<file path="src/rtl/flip_sequencer_if.sv">
// Selection and reveal-timer signals between the card-flip sequencer and
// its neighbours. master = selection front-end / timer side, slave = sequencer.
interface flip_sequencer_if #(
    parameter int IDX_W   = 4,
    parameter int SYM_W   = 3,
    parameter int DELAY_W = 16
);
    // Handshakes:
    //  - A selection transfers on a rising clk edge where sel_valid && sel_ready.
    //    It is taken only if sel_idx is on the board and that card is face-down;
    //    otherwise it is dropped silently. sel_valid needs no ready-wait.
    //  - timer_start is a level held while the pair is shown. timer_delay is
    //    constant. timer_done is a 1-cycle pulse that ends the wait; it is
    //    ignored whenever timer_start is low.
    logic               sel_valid;
    logic [IDX_W-1:0]   sel_idx;
    logic [SYM_W-1:0]   sel_sym;
    logic               sel_ready;
    logic               timer_start;
    logic [DELAY_W-1:0] timer_delay;
    logic               timer_done;

    modport master (
        output sel_valid, sel_idx, sel_sym, timer_done,
        input  sel_ready, timer_start, timer_delay
    );

    modport slave (
        input  sel_valid, sel_idx, sel_sym, timer_done,
        output sel_ready, timer_start, timer_delay
    );
endinterface

</file>
<file path="src/rtl/flip_sequencer.sv">
// Game-flow controller for the card-flip memory game: two picks, timed reveal,
// then commit match or flip back. Define MOVE_LIMIT_EN to end the game at MAX_MOVES.
module flip_sequencer #(
    parameter int NUM_CARDS    = 16,
    parameter int IDX_W        = 4,
    parameter int SYM_W        = 3,
    parameter int DELAY_W      = 16,
    parameter int REVEAL_DELAY = 50000,
    parameter int MAX_MOVES    = 20
) (
    input  logic                 clk,
    input  logic                 reset_n,
    input  logic                 start,
    flip_sequencer_if.slave      bus,
    output logic [NUM_CARDS-1:0] revealed_mask,
    output logic [NUM_CARDS-1:0] matched_mask,
    output logic                 match_pulse,
    output logic                 mismatch_pulse,
    output logic [7:0]           moves,
    output logic                 game_over,
    output logic                 game_lost,
    output logic [2:0]           state_dbg
);

`ifdef MOVE_LIMIT_EN
    localparam bit LIMIT_EN = 1'b1;
`else
    localparam bit LIMIT_EN = 1'b0;
`endif

    typedef enum logic [2:0] {
        IDLE    = 3'd0,
        PICK1   = 3'd1,
        PICK2   = 3'd2,
        HOLD    = 3'd3,
        RESOLVE = 3'd4,
        DONE    = 3'd5
    } state_t;

    state_t             state;
    logic [IDX_W-1:0]   idx1, idx2;
    logic [SYM_W-1:0]   sym1, sym2;
    logic [NUM_CARDS-1:0] sel_bit, pair_bits, matched_next;
    logic               sel_ok, sym_eq, board_full, limit_hit;
    logic [7:0]         moves_inc;

    // An out-of-range index shifts to zero, so the range check is what rejects it.
    assign sel_bit      = NUM_CARDS'(1) << bus.sel_idx;
    assign sel_ok       = bus.sel_valid
                        && ({1'b0, bus.sel_idx} < (IDX_W+1)'(NUM_CARDS))
                        && ((revealed_mask & sel_bit) == '0);
    assign pair_bits    = (NUM_CARDS'(1) << idx1) | (NUM_CARDS'(1) << idx2);
    assign sym_eq       = (sym1 == sym2);
    assign matched_next = sym_eq ? (matched_mask | pair_bits) : matched_mask;
    assign board_full   = &matched_next;
    assign moves_inc    = (moves == 8'hFF) ? moves : moves + 8'd1;
    assign limit_hit    = LIMIT_EN && (moves_inc == 8'(MAX_MOVES));

    assign bus.timer_delay = DELAY_W'(REVEAL_DELAY);
    assign state_dbg       = state;

    always_ff @(posedge clk or negedge reset_n) begin
        if (!reset_n) begin
            state           <= IDLE;
            idx1            <= '0;
            idx2            <= '0;
            sym1            <= '0;
            sym2            <= '0;
            revealed_mask   <= '0;
            matched_mask    <= '0;
            match_pulse     <= 1'b0;
            mismatch_pulse  <= 1'b0;
            moves           <= '0;
            game_over       <= 1'b0;
            game_lost       <= 1'b0;
            bus.sel_ready   <= 1'b0;
            bus.timer_start <= 1'b0;
        end else begin
            match_pulse    <= 1'b0;
            mismatch_pulse <= 1'b0;
            if (start) begin
                state           <= PICK1;
                revealed_mask   <= '0;
                matched_mask    <= '0;
                moves           <= '0;
                game_over       <= 1'b0;
                game_lost       <= 1'b0;
                bus.sel_ready   <= 1'b1;
                bus.timer_start <= 1'b0;
            end else begin
                case (state)
                    PICK1: if (sel_ok) begin
                        idx1          <= bus.sel_idx;
                        sym1          <= bus.sel_sym;
                        revealed_mask <= revealed_mask | sel_bit;
                        state         <= PICK2;
                    end
                    PICK2: if (sel_ok) begin
                        idx2            <= bus.sel_idx;
                        sym2            <= bus.sel_sym;
                        revealed_mask   <= revealed_mask | sel_bit;
                        state           <= HOLD;
                        bus.sel_ready   <= 1'b0;
                        bus.timer_start <= 1'b1;
                    end
                    HOLD: if (bus.timer_done) begin
                        state           <= RESOLVE;
                        bus.timer_start <= 1'b0;
                    end
                    RESOLVE: begin
                        moves        <= moves_inc;
                        matched_mask <= matched_next;
                        if (sym_eq) begin
                            match_pulse <= 1'b1;
                        end else begin
                            revealed_mask  <= revealed_mask & ~pair_bits;
                            mismatch_pulse <= 1'b1;
                        end
                        // A completed board wins over the move limit.
                        if (board_full || limit_hit) begin
                            state     <= DONE;
                            game_over <= 1'b1;
                            game_lost <= !board_full;
                        end else begin
                            state         <= PICK1;
                            bus.sel_ready <= 1'b1;
                        end
                    end
                    default: ;
                endcase
            end
        end
    end

endmodule

</file>
<file path="src/flat_wrapper.sv">
// flat-port wrapper written by rule: the top's interface ports become plain ports
module flip_sequencer_flat 
#(
    parameter int NUM_CARDS    = 16,
    parameter int IDX_W        = 4,
    parameter int SYM_W        = 3,
    parameter int DELAY_W      = 16,
    parameter int REVEAL_DELAY = 50000,
    parameter int MAX_MOVES    = 20
)
  (clk, reset_n, start, revealed_mask, matched_mask, match_pulse, mismatch_pulse, moves, game_over, game_lost, state_dbg, bus_sel_valid, bus_sel_idx, bus_sel_sym, bus_timer_done, bus_sel_ready, bus_timer_start, bus_timer_delay);
  flip_sequencer_if #(.IDX_W(IDX_W), .SYM_W(SYM_W), .DELAY_W(DELAY_W)) bus_i ();
  input  logic clk;
  input  logic reset_n;
  input  logic start;
  output logic [NUM_CARDS-1:0] revealed_mask;
  output logic [NUM_CARDS-1:0] matched_mask;
  output logic match_pulse;
  output logic mismatch_pulse;
  output logic [7:0] moves;
  output logic game_over;
  output logic game_lost;
  output logic [2:0] state_dbg;
  input wire logic [$bits(bus_i.sel_valid)-1:0] bus_sel_valid;
  input wire logic [$bits(bus_i.sel_idx)-1:0] bus_sel_idx;
  input wire logic [$bits(bus_i.sel_sym)-1:0] bus_sel_sym;
  input wire logic [$bits(bus_i.timer_done)-1:0] bus_timer_done;
  output wire logic [$bits(bus_i.sel_ready)-1:0] bus_sel_ready;
  output wire logic [$bits(bus_i.timer_start)-1:0] bus_timer_start;
  output wire logic [$bits(bus_i.timer_delay)-1:0] bus_timer_delay;
  assign bus_i.sel_valid = bus_sel_valid;
  assign bus_i.sel_idx = bus_sel_idx;
  assign bus_i.sel_sym = bus_sel_sym;
  assign bus_i.timer_done = bus_timer_done;
  assign bus_sel_ready = bus_i.sel_ready;
  assign bus_timer_start = bus_i.timer_start;
  assign bus_timer_delay = bus_i.timer_delay;
  flip_sequencer #(.NUM_CARDS(NUM_CARDS), .IDX_W(IDX_W), .SYM_W(SYM_W), .DELAY_W(DELAY_W), .REVEAL_DELAY(REVEAL_DELAY), .MAX_MOVES(MAX_MOVES)) u_core (.clk(clk), .reset_n(reset_n), .start(start), .bus(bus_i), .revealed_mask(revealed_mask), .matched_mask(matched_mask), .match_pulse(match_pulse), .mismatch_pulse(mismatch_pulse), .moves(moves), .game_over(game_over), .game_lost(game_lost), .state_dbg(state_dbg));
endmodule
</file>
<file path="config.mk">
export PLATFORM = sky130hd
export DESIGN_NAME = flip_sequencer_flat
export DESIGN_NICKNAME = d
export VERILOG_FILES = /design/src/rtl/flip_sequencer_if.sv /design/src/rtl/flip_sequencer.sv /design/src/flat_wrapper.sv
export SDC_FILE = /design/constraint.sdc
export NUM_CORES = 1
export LEC_CHECK = 0
export CORE_MARGIN = 2
export CORE_UTILIZATION = 51
export CTS_CLUSTER_DIAMETER = 200
export CTS_CLUSTER_SIZE = 30
export DETAILED_ROUTE_END_ITERATION = 16
export GPL_TIMING_DRIVEN = 0
export HOLD_SLACK_MARGIN = 0.05
export PLACE_DENSITY_LB_ADDON = 0.1
export SLEW_MARGIN = 20
export SYNTH_ARGS = -nofsm -noshare
export SYNTH_HDL_FRONTEND = slang
export SYNTH_SLANG_ARGS = --single-unit
</file>
<file path="constraint.sdc">
create_clock -name clk -period 2.7 [get_ports clk]
set_input_delay 0.405 -clock clk [delete_from_list [all_inputs] [get_ports clk]]
set_output_delay 0.405 -clock clk [all_outputs]
set_load 0.005 [all_outputs]
</file>
## Word-level counts from Yosys, hierarchy flattened

Cells that the tools add are included.

- Equality and inequality tests: 13
- Shift-type cells: 3
- Mux-type cells: 36
- Reduce and logical (&&, ||, !) cells: 19
- $add $sub $neg: 1
- Bitwise gates (word level): 7

Operators by type and width:

| cell | count |
|---|---|
| 2-to-1 mux 16 bit | 6 |
| bitwise OR 16 bit | 3 |
| << shifter 1 x 4 -> 16 bit, first input constant | 3 |
| AND 16 bit | 2 |
| one-hot mux 16 bit (2 select lines) | 1 |
| 2-to-1 mux 8 bit | 3 |
| 2-to-1 mux 1 bit | 18 |
| logical NOT 16 bit | 1 |
| NOT 16 bit | 1 |
| AND reduction 16 bit | 1 |
| 2-to-1 mux 3 bit | 5 |
| AND reduction 3 bit | 5 |
| one-hot mux 3 bit (4 select lines) | 1 |
| inequality test 3 bit, second input constant | 3 |
| nonzero test 3 bit | 3 |
| adder 8 x 1 -> 8 bit, second input constant | 1 |
| equality test 8 bit, second input constant | 1 |
| equality test 3 x 2 -> 1 bit, second input constant | 2 |
| inequality test 3 x 2 -> 1 bit, second input constant | 2 |
| nonzero test 5 bit | 1 |
| one-hot mux 1 bit (2 select lines) | 2 |
| AND reduction 2 bit | 2 |
| AND reduction 4 bit | 1 |
| nonzero test 2 bit | 2 |
| other kinds (9) | 9 |

- Input port bits: 12
- Register bits: 63
- Output and inout bits: 65
- Word-level logic and storage cells: 93

## Depth between registers and ports, before layout

Gate-level depths: netlist (run 1).

- Depth in word-level cells: 9
- Gate-level depth with buffers: 9
- Depth with buffers taken out: 6

## Worst setup path after synthesis (run 1)

No wires, ideal clock.

- Path type: input port to flip-flop
- Start point: input port bus_sel_idx[3]
- End point: register u_core.idx2[0]
- Arrival: 2.204 ns
- Setup time: 0.128 ns
- Buffers on the path: 2
- Stages on the path: 8
- Setup slack: 0.368 ns
- Cell sequence: buf_2 -> nor2_1 -> a22o_1 -> a221o_1 -> nor3_1 -> and4b_1 -> buf_2 -> mux2_1

- Cells in the longest elaborated chain, start to end: 5

RTL lines:

| item | line | source |
|---|---|---|
| start: declaration | flat_wrapper.sv:25 | `input wire logic [$bits(bus_i.sel_idx)-1:0] bus_sel_idx;` |
| << shifter 1 x 4 -> 16 bit | flip_sequencer.sv:48 | `assign sel_bit = NUM_CARDS'(1) << bus.sel_idx;` |
| AND 16 bit | flip_sequencer.sv:51 | `&& ((revealed_mask & sel_bit) == '0);` |
| logical NOT 16 bit | flip_sequencer.sv:51 |  |
| logical AND 1 bit | flip_sequencer.sv:51 |  |
| AND reduction 3 bit (no source line) | -- |  |
| end signal: assignment | flip_sequencer.sv:99 | `idx2 <= bus.sel_idx;` |
| end: declaration | flip_sequencer.sv:41 | `logic [IDX_W-1:0] idx1, idx2;` |

No other way between the ends.
A chain may end at the register's enable or synchronous reset.

## Worst setup path after layout (run 1)

- Start point: input port bus_sel_idx[3]
- End point: register u_core.revealed_mask[6]

- Cells in the longest elaborated chain, start to end: 6
- Elaborated cells on any way between the ends: 10
- Those cells by class: eq/ne (1); shift (1); mux (3); bitwise (2); reduce/logical (3)

RTL lines:

| item | line | source |
|---|---|---|
| << shifter 1 x 4 -> 16 bit (*) | flip_sequencer.sv:48 |  |
| AND 16 bit | flip_sequencer.sv:51 |  |
| logical NOT 16 bit | flip_sequencer.sv:51 |  |
| logical AND 1 bit | flip_sequencer.sv:51 |  |
| inequality test 3 x 1 -> 1 bit (no source line) | -- |  |
| AND reduction 3 bit (no source line) | -- |  |
| end signal: assignment | flip_sequencer.sv:95 | `revealed_mask <= revealed_mask \| sel_bit;` |
| end signal: assignment | flip_sequencer.sv:101 | `revealed_mask <= revealed_mask \| sel_bit;` |
| end signal: assignment | flip_sequencer.sv:116 | `revealed_mask <= revealed_mask & ~pair_bits;` |
| end: declaration | flip_sequencer.sv:15 | `output logic [NUM_CARDS-1:0] revealed_mask,` |

Mark *: on every way between the ends. The rest lies on a longest branch, timed or not. The select of a mux whose other input is x is not followed.

==> results of run 1 <==
==> where the power goes <==
part / total, uW / switching, uW / internal, uW
clock: 962 / 393 / 568
combinational: 670 / 414 / 256
sequential: 1090 / 73.8 / 1010
==> critical path, stage by stage <==
cell	delay (ns)
clkdlybuf4s50_1	0.42
buf_4	0.19
or4_4	0.55
a31oi_4	0.27
nor4_4	0.10
or3_1	0.37
buf_4	0.18
buf_6	0.16
a221oi_1	0.27
==> cell families after synthesis <==
| group | synth area share |
|---|---|
| AO/OA/AOI/OAI | 0.2292 |
| XOR/XNOR | 0.02222 |
| adder cells (fa/ha/maj) | 0.003526 |
| buffers and inverters | 0.09344 |
| flip-flops | 0.4443 |
| multiplexers | 0.05606 |
| other | 0.002116 |
| AND/OR/NAND/NOR | 0.1492 |
==> per-layer routing <==
layer	wire length [um]	part of all wire	global-route usage	up-vias
met5	0	0	0	-
li1	-	-	-	1497
met1	4156	0.43	0.3591	1571
met4	300	0.031	0.1427	0
met2	4610	0.47	0.3898	168
met3	666	0.068	0.05024	29
==> layout make-up <==
class / count / area [um2] / share of cell area
tap: 80 / 100.1 / 0.02125
timing repair buffer: 67 / 669.4 / 0.1421
buffer: 36 / 231.5 / 0.04915
clock inverter: 5 / 80.08 / 0.01700
multi-input combinational: 250 / 1784 / 0.3789
inverter: 31 / 116.4 / 0.02471
clock buffer: 11 / 151.4 / 0.03215
sequential: 63 / 1577 / 0.3347
==> synthesized netlist by cell type, types with 3 or more instances <==
cell type  instances
nand2b_1           6
mux2_1            15
a32o_1             5
and3b_1            3
buf_4             17
a21oi_1           11
xor2_1             7
a22oi_1           10
and2_1             4
o2bb2ai_1          4
buf_2              7
a32oi_1            3
clkbuf_1          11
o22ai_1            7
o41a_1             4
nand4_1            5
mux2i_1            3
nor2b_1           12
a22o_1             9
dfrtp_1           63
nor2_1            35
o211ai_1           3
nor3_1             3
o21ai_0           16
a221oi_1          17
nand2_1           17
nand3_1            4
a2111oi_0          4
inv_1             30
==> worst paths after layout <==
path / startpoint / cells past startpoint / slack, ns / to
setup / recovery: bus_sel_idx[3] / 9 / 0.03 / u_core.revealed_mask[6]
hold / removal: reset_n / 2 / 0.49 / u_core.moves[6]
setup reg to reg: u_core.sym2[1] / 8 / 0.13 / u_core.bus.sel_ready
hold reg to reg: u_core.sym1[1] / 1 / 0.51 / u_core.sym1[1]
max in group asynchronous: reset_n / 3 / 1.68 / u_core.matched_mask[15]
min in group clk: u_core.sym1[1] / 1 / 0.51 / u_core.sym1[1]
==> what timing repair did <==
| action | in CTS | in global routing |
|---|---|---|
| hold buffers | 1 | 0 |
| endpoints found under the setup margin | 27 | 34 |
| cloned | 0 | 0 |
| setup buffers | 0 | 5 |
| pin swaps | 0 | 8 |
| gates resized for setup | 4 | 25 |
| endpoints found under the hold margin | 24 | 0 |
==> state kept, by name (all words and copies together), names as in the netlist <==
register                flops
u_core.idx2                 4
u_core.idx1                 4
u_core.sym1                 3
u_core.mismatch_pulse       1
u_core.game_over            1
u_core.bus.timer_start      1
u_core.revealed_mask       16
u_core.moves                8
u_core.match_pulse          1
u_core.game_lost            1
u_core.bus.sel_ready        1
u_core.sym2                 3
u_core.matched_mask        16
u_core.state_dbg            3
==> metrics by stage <==
stage | hold slack, ns | instance area (um2)
after detailed placement | 0.3305 | 4319
final | 0.4925 | 4710
after floorplan | 0.1094 | 3601
after global placement | 0.4724 | 4302
after CTS | 0.5019 | 4577
after global routing | 0.5254 | 4710
==> qor.txt, run 1 <==
Status = finished, final reports clean
Number of setup violations in the final report = 0
Worst-path clk slew = 0.07 ns
ANT nets after route = 0
Gr ovfl total = 0
Die W = 87.41 um
Avg Cell Area, Syn = 9.695 um2
Placed Cells = 521
DRT iter0 DRCs = 272
Setup TNS = 0 ns
P&R area growth vs syn = 32.72%
Worst Setup Slack, final = 0.03091 ns
Maxcap violations = 0
Mapped cell area = 0.003548 mm2
IO Pins = 77
Wire per inst = 17.93 um
Drt total wl = 9734 um
Initial Util = 0.5252
Synth area leader = dfrtp_1
PortBufs = 60
Number of global-route vias before repair = 2981
Clock buffer depth = 2
Pin count of the biggest net entering global routing = 40
Fin. max-slew vios = 0
Period Utilization, post-route = 0.9886
Clock Tree Root = clkbuf_8
First-pass GRT wire length = 15010 um
Pre-antenna DRT Iters = 5
Die area = 0.007641 mm2
Layout cells sized above 1 = 0.1404
Global-route usage over all layers = 0.2618
Antenna fix cells = 0
Num rows = 30
DR vias = 3265
Peak Freq = 374.7 MHz
Critical path startpoint category = input port
Actual slew at the worst max-slew pin = 1.053 ns
Ys async rst share = 1.000
Routability cong. = 0.9269
Worst EP required = 2.94 ns
Pwr dens = 577.3 mW/mm2
Nets = 471
TritonCTS buffer count = 9
Worst Setup End Kind = flop
Max-slew headroom = 0.2968
Area of the core = 0.006756 mm2
Synth cell types = 52
Hold Crit Class = in2async
Share of the synthesized area in the top cell type = 0.4443
Skew-Pair Late Insertion Delay = 0.35 ns
Post-layout utilization of the core = 0.6970
Crit Path Category = in2reg
Vias/cell = 6.013
Final non-filler cell total = 543
Die H = 87.41 um
H-tree levels = 3
Synth Instances = 366
DR DRC count = 0
Yosys reg bits = 63
Worst vdd ir = 0.5303 mV
Clk sinks = 63
CTS tree = done
Post-route minimum period = 2.669 ns
Post-DP HPWL = 7003 um
Ys flop type = dfrtp_1
Worst clock skew = 0.009703 ns
WP data arrival = 2.91 ns
Post-synth EDFFs = 0
Initial antenna violation count = 0
Seq/Total Area, Yosys = 0.4443
Dpl ws = -0.6434 ns
Filler Cells Inserted = 560
Most frequent cells in the layout = 63 x dfrtp_1, 56 x clkdlybuf4s50_1, 35 x nor2_1
Hold Vio Cnt, Final = 0
Synth Warn # = 0
Crit-path max FO = 10
Leakage power = 0.001971 uW
Commonest non-fill, non-tap cell in the layout = dfrtp_1
Tot Pwr = 2719 uW
Top cells by area, synth = dfrtp_1 44%, mux2_1 4.8%, a221oi_1 4.2%
Power figures use the tool's default switching activity.
==> run 2: changes to the inputs <==
- CORE_UTILIZATION: 51 -> 55
- DONT_BUFFER_PORTS: not set -> 1
- RECOVER_POWER: not set -> 25
- SETUP_SLACK_MARGIN: not set -> 0.3
==> run 2 against run 1 <==
The flow now finishes with violations (max-capacitance violations, max-slew violations). Hold slack lost 0.30 ns. Clock-buffer cell count grew 2. Fmax grew 13%. Power shrank 8.7%. Sequential share of layout area grew 5.4 points. Die area shrank 6.9%.
==> qor.txt, run 2 (synthesis gave the netlist of run 1 again) <==
Wire length on met3 = 736 um (was 666 um)
Routability cong. = 0.8883 (was 0.9269)
Critical path startpoint = u_core.idx2[1] (was bus_sel_idx[3])
Top flop regs = u_core.matched_mask x16, u_core.revealed_mask x16, u_core.moves x8 (unchanged)
Area of the core = 0.006277 mm2 (was 0.006756 mm2)
Worst reg2reg path depth = 8 (unchanged)
Number of setup violations in the final report = 0 (unchanged)
Unrepaired setup endpoints after global routing = true
R2r startpoint = u_core.idx2[1] (was u_core.sym2[1])
Nets = 410 (was 471)
Drt total wl = 9325 um (was 9734 um)
Crit Path Category = reg2reg (was in2reg)
IO Pins = 77 (unchanged)
Actual slew at the worst max-slew pin = 1.544 ns (was 1.053 ns)
First-pass GRT wire length = 14700 um (was 15010 um)
DR DRC count = 0 (unchanged)
Worst clock skew = 0.008069 ns (was 0.009703 ns)
Initial Util = 0.5653 (was 0.5252)
Clock Tree Root = clkbuf_8 (unchanged)
Filler Cells Inserted = 500 (was 560)
Post-route minimum period = 2.367 ns (was 2.669 ns)
Post-layout utilization of the core = 0.6474 (was 0.6970)
Leakage power = 0.001708 uW (was 0.001971 uW)
Layout cells sized above 1 = 0.1866 (was 0.1404)
PortBufs = 0 (was 60)
Global-route usage over all layers = 0.2656 (was 0.2618)
Wire per inst = 19.47 um (was 17.93 um)
Clock buffer depth = 2 (unchanged)
Initial antenna violation count = 0 (unchanged)
TritonCTS buffer count = 9 (unchanged)
Tot Pwr = 2483 uW (was 2719 uW)
Crit-path max FO = 8 (was 10)
WP data arrival = 2.59 ns (was 2.91 ns)
Number of global-route vias before repair = 2774 (was 2981)
Maxcap violations = 1 (was 0)
Failing checks = max-capacitance violations, max-slew violations
CTS tree = done (unchanged)
Vias/cell = 6.207 (was 6.013)
H-tree levels = 3 (unchanged)
Max Used Layer = met4 (unchanged)
Critical path startpoint category = flop (was input port)
Commonest non-fill, non-tap cell in the layout = dfrtp_1 (unchanged)
Worst EP required = 2.93 ns (was 2.94 ns)
Die area = 0.007110 mm2 (was 0.007641 mm2)
Hold slack = 0.1962 ns (was 0.4925 ns)
Hold Crit Class = in2reg (was in2async)
Pre-antenna DRT Iters = 4 (was 5)
P&R area growth vs syn = 14.53% (was 32.72%)
Most frequent cells in the layout = 60 x dfrtp_1, 31 x nor2_1, 30 x inv_1 (was 63 x dfrtp_1, 56 x clkdlybuf4s50_1, 35 x nor2_1)
Skew-Pair Late Insertion Delay = 0.34 ns (was 0.35 ns)
Max-slew headroom = -0.02900 (was 0.2968)
Worst R2R Setup Slack = 0.33 ns (was 0.13 ns)
Peak Freq = 422.4 MHz (was 374.7 MHz)
Clk sinks = 63 (unchanged)
Hold Vio Cnt, Final = 0 (unchanged)
Antenna fix cells = 0 (unchanged)
Fin. max-slew vios = 64 (was 0)
Reg-to-Reg End = u_core.bus.sel_ready (unchanged)
Num rows = 29 (was 30)
DR vias = 2973 (was 3265)
Period Utilization, post-route = 0.8768 (was 0.9886)
End of the critical path = u_core.bus.sel_ready (was u_core.revealed_mask[6])
Gr ovfl total = 0 (unchanged)
WL met1 = 4181 um (was 4156 um)
Pwr dens = 610.9 mW/mm2 (was 577.3 mW/mm2)
ANT nets after route = 0 (unchanged)
DRT iter0 DRCs = 223 (was 272)
Worst vdd ir = 0.3978 mV (was 0.5303 mV)
Die W = 84.32 um (was 87.41 um)
Pin count of the biggest net entering global routing = 64 (was 40)
Post-DP HPWL = 6556 um (was 7003 um)
Die H = 84.32 um (was 87.41 um)
Worst Setup End Kind = flop (unchanged)
Routed wl met2 = 4177 um (was 4610 um)
Worst-path clk slew = 0.07 ns (about the same)
Status = finished, violations left (was finished, final reports clean)
[run 2: report_power, final]
group          switching (uW)  leakage (uW)  internal (uW)
clock network             354     0.0000894            381
registers                 102      0.000845           1020
logic                     390      0.000774            241
[run 2: repair_timing]
item                                    4_1_cts  5_1_grt
endpoints found under the setup margin       21       34
gates resized for setup                      10       33
pin swaps                                     2        4
gates cloned                                  0        0
endpoints found under the hold margin        63        0
hold buffers                                  2        0
setup buffers                                 2        2
[run 2: through the flow]
stage | cells | TNS [ns] | worst slack [ns] | area, um2
final | 479 | 0 | 0.3326 | 4064
after detailed placement | 457 | -0.6704 | -0.09751 | 3697
after global routing | 479 | 0 | 0.2623 | 4064
after floorplan | 380 | 0 | 0.3682 | 3601
after CTS | 477 | 0 | 0.2336 | 3964
after global placement | 457 | -0.8417 | -0.1428 | 3697
[run 2: worst min-delay path by stage]
stage | to | startpoint | slack, ns | cells after the start
after global placement | u_core.revealed_mask[15] | reset_n | 0.11 | 0
after detailed placement | u_core.revealed_mask[15] | reset_n | 0.11 | 0
after floorplan | u_core.bus.sel_ready | reset_n | 0.11 | 0
after global routing | u_core.sym2[2] | bus_sel_sym[2] | 0.19 | 1
after CTS | u_core.sym2[2] | bus_sel_sym[2] | 0.19 | 1
final | u_core.sym2[2] | bus_sel_sym[2] | 0.20 | 1
[run 2: final cells by class]
class / count / area (um2) / share of cell area
sequential: 63 / 1580 / 0.3889
clock buffer: 13 / 158.9 / 0.03910
timing repair buffer: 6 / 45.04 / 0.01108
buffer: 36 / 227.7 / 0.05603
tap: 77 / 96.34 / 0.02371
multi-input combinational: 250 / 1822 / 0.4483
inverter: 31 / 116.4 / 0.02863
clock inverter: 3 / 17.52 / 0.004310
[run 2: per-layer routing]
metal,up-vias,global-route usage
li1,1373,-
met1,1458,0.3783
met2,120,0.3882
met3,22,0.06981
met4,0,0.1056
met5,-,0
[run 2: worst max-delay path, cell delays in order, from the launching register on]
cell and delay (ns):
dfrtp_1 0.36, clkbuf_4 0.19, nor2_2 0.20, a32oi_1 0.22, nand2b_1 0.23, a2111oi_2 0.39
nand4_1 0.14, buf_4 0.18, a221o_1 0.34
==> run 3: changes to the inputs <==
- CORE_UTILIZATION: 55 -> 35
==> run 3 against run 2 <==
Clock skew grew 0.0041 ns. Via count shrank 1.4%. Global-route usage shrank 7.4 points. Highest routed layer unchanged. Sequential share of layout area shrank 1.4 points. The run still ends with max-capacitance violations, max-slew violations left. Register-to-register slack lost 0.03 ns. Die area grew 54%. Clock power grew 31%. Flip-flop and latch count is the same. First-iteration DRC count shrank 25%.
==> qor.txt, run 3 (synthesis gave the netlist of run 1 again) <==
Pre-antenna DRT Iters = 5 (was 4)
Final non-filler cell total = 535 (was 479)
Wire per inst = 19.33 um (was 19.47 um)
Drt total wl = 10340 um (was 9325 um)
Initial Util = 0.3614 (was 0.5653)
Vias/cell = 5.480 (was 6.207)
Most frequent cells in the layout = 60 x dfrtp_1, 31 x nor2_1, 30 x inv_1 (unchanged)
Worst Setup End Kind = flop (unchanged)
Antenna fix cells = 0 (unchanged)
Worst-path clk slew = 0.07 ns (about the same)
Nets = 410 (unchanged)
Clk sinks = 63 (unchanged)
WP data arrival = 2.61 ns (was 2.59 ns)
Comb pwr share = 0.241 (was 0.254)
DR vias = 2932 (was 2973)
Max-slew headroom = -0.07682 (was -0.02900)
CTS tree = done (unchanged)
Busiest layer in global routing = met2 (unchanged)
Die H = 104.7 um (was 84.32 um)
Period Utilization, post-route = 0.8865 (was 0.8768)
DRT iter0 DRCs = 167 (was 223)
Clock Tree Root = clkbuf_8 (unchanged)
Failing checks = max-capacitance violations, max-slew violations (unchanged)
IO Pins = 77 (unchanged)
Actual slew at the worst max-slew pin = 1.615 ns (was 1.544 ns)
Fin. max-slew vios = 64 (unchanged)
Post-DP Area = 0.003767 mm2 (was 0.003697 mm2)
Die area = 0.01096 mm2 (was 0.007110 mm2)
Hold slack = 0.1964 ns (was 0.1962 ns)
Routability cong. = 0.8567 (was 0.8883)
Maxcap violations = 1 (unchanged)
Clock buffer depth = 2 (unchanged)
Skew-Pair Late Insertion Delay = 0.34 ns (about the same)
Switching Share = 0.3312 (was 0.3406)
Worst vdd ir = 0.3706 mV (was 0.3978 mV)
Status = finished, violations left (unchanged)
Global-route usage over all layers = 0.1912 (was 0.2656)
ANT nets after route = 0 (unchanged)
Layout cells sized above 1 = 0.1965 (was 0.1866)
Post-route minimum period = 2.394 ns (was 2.367 ns)
Hold Crit Depth = 1 (unchanged)
Hold Vio Cnt, Final = 0 (unchanged)
TritonCTS buffer count = 9 (unchanged)
Pwr dens = 649.0 mW/mm2 (was 610.9 mW/mm2)
Leakage power = 0.001737 uW (was 0.001708 uW)
Area of the core = 0.009819 mm2 (was 0.006277 mm2)
Worst Hold End = u_core.sym1[2] (was u_core.sym2[2])
Number of global-route vias before repair = 2876 (was 2774)
Hold Crit Class = in2reg (unchanged)
DR DRC count = 0 (unchanged)
Design area = 0.004217 mm2 (was 0.004064 mm2)
Number of setup violations in the final report = 0 (unchanged)
Met2 Resource Use GR = 0.3179 (was 0.3882)
Placed Cells = 513 (was 457)
P&R area growth vs syn = 18.83% (was 14.53%)
Flop pwr share = 0.408 (was 0.450)
Die W = 104.7 um (was 84.32 um)
Top flop regs = u_core.matched_mask x16, u_core.revealed_mask x16, u_core.moves x8 (unchanged)
Gr ovfl total = 0 (unchanged)
Power share of the clock group = 0.351 (was 0.296)
First-pass GRT wire length = 16330 um (was 14700 um)
Reg-to-Reg End = u_core.bus.sel_ready (unchanged)
Critical path startpoint category = flop (unchanged)
Worst clock skew = 0.01221 ns (was 0.008069 ns)
Pin count of the biggest net entering global routing = 64 (unchanged)
Met1 Resource Use GR = 0.2510 (was 0.3783)
Met3 usage = 0.04367 (was 0.06981)
Psw = 906.5 uW (was 845.5 uW)
Num rows = 36 (was 29)
Worst EP required = 2.92 ns (was 2.93 ns)
R2r startpoint = u_core.idx1[0] (was u_core.idx2[1])
Hold Crit Start = bus_sel_sym[2] (unchanged)
H-tree levels = 3 (unchanged)
Unrepaired setup endpoints after global routing = true (unchanged)
Commonest non-fill, non-tap cell in the layout = dfrtp_1 (unchanged)
Peak Freq = 417.8 MHz (was 422.4 MHz)
Crit-path max FO = 6 (was 8)
Internal Power = 1830 uW (was 1637 uW)
Post-DP HPWL = 7545 um (was 6556 um)
Worst reg2reg path depth = 7 (was 8)
Worst R2R Setup Slack = 0.31 ns (was 0.33 ns)
Initial antenna violation count = 0 (unchanged)
PortBufs = 0 (unchanged)
Crit Path Category = reg2reg (unchanged)
[run 3: cell types whose count changed in the layout (fill, tap and decap cells not counted), sizes merged]
cell,previous run,this run
clkinvlp,1,2
clkinv,2,1
bufinv,0,2
buf,25,27
clkbuf,29,25
[run 3: area by class of cell]
cell class	instances	area (um2)
plain buffers	36	231.5
clock buffers	11	151.4
clock inverters	5	80.08
fillers	973	5603
inverters	31	116.4
multi-input cells	250	1846
flip-flops and latches	63	1580
well taps	133	166.4
repair buffers	6	45.04
[run 3: worst max path at each step]
stage / start / to / slack, ns
2_1_floorplan: bus_sel_idx[3] / u_core.idx2[0] / 0.37
3_3_place_gp: u_core.sym2[2] / u_core.bus.sel_ready / -0.32
3_5_place_dp: u_core.sym2[2] / u_core.bus.sel_ready / -0.29
4_1_cts: u_core.idx2[3] / u_core.bus.sel_ready / 0.22
5_1_grt: reset_n / u_core.idx2[3] / 0.24
6_report: u_core.idx1[0] / u_core.bus.sel_ready / 0.31
[run 3: power groups by stage]
stage | clock (uW) | sequential (uW) | combinational, uW
floorplan | 0 | 1090 | 407
global placement | 0 | 1110 | 546
detailed placement | 0 | 1110 | 548
CTS | 987 | 1090 | 607
global route | 1020 | 1130 | 712
finish | 960 | 1120 | 661
[run 3: per-stage QoR]
stage               power (uW)  setup TNS [ns]  setup WS [ns]    util
floorplan                 1496               0         0.3682       -
global placement          1655          -2.204        -0.3167  0.3837
detailed placement        1659          -2.413        -0.2941  0.3837
CTS                       2689               0         0.2223  0.4164
global route              2865               0         0.2391  0.4294
finish                    2737               0         0.3063  0.4294
[run 3: metal layers]
layer / vias to the layer above / routed length, um
met1: 1430 / 4450
met4: 0 / 177
met2: 95 / 5130
met5: - / 0
met3: 18 / 582
li1: 1389 / -
[run 3: what timing repair did]
action | 4_1_cts | 5_1_grt
setup buffers | 2 | 2
pin swaps | 2 | 5
setup endpoints to repair | 33 | 34
resized for setup | 12 | 38
hold buffers | 2 | 0
endpoints found under the hold margin | 63 | 0
[run 3: worst max-delay path, stage by stage, from the launching register on]
cell and delay [ns]:
dfrtp_1 0.48, nor2b_4 0.25, a22oi_1 0.17, o41a_1 0.39, a2111oi_2 0.34, nand4_1 0.14, buf_4 0.18, a221o_1 0.33
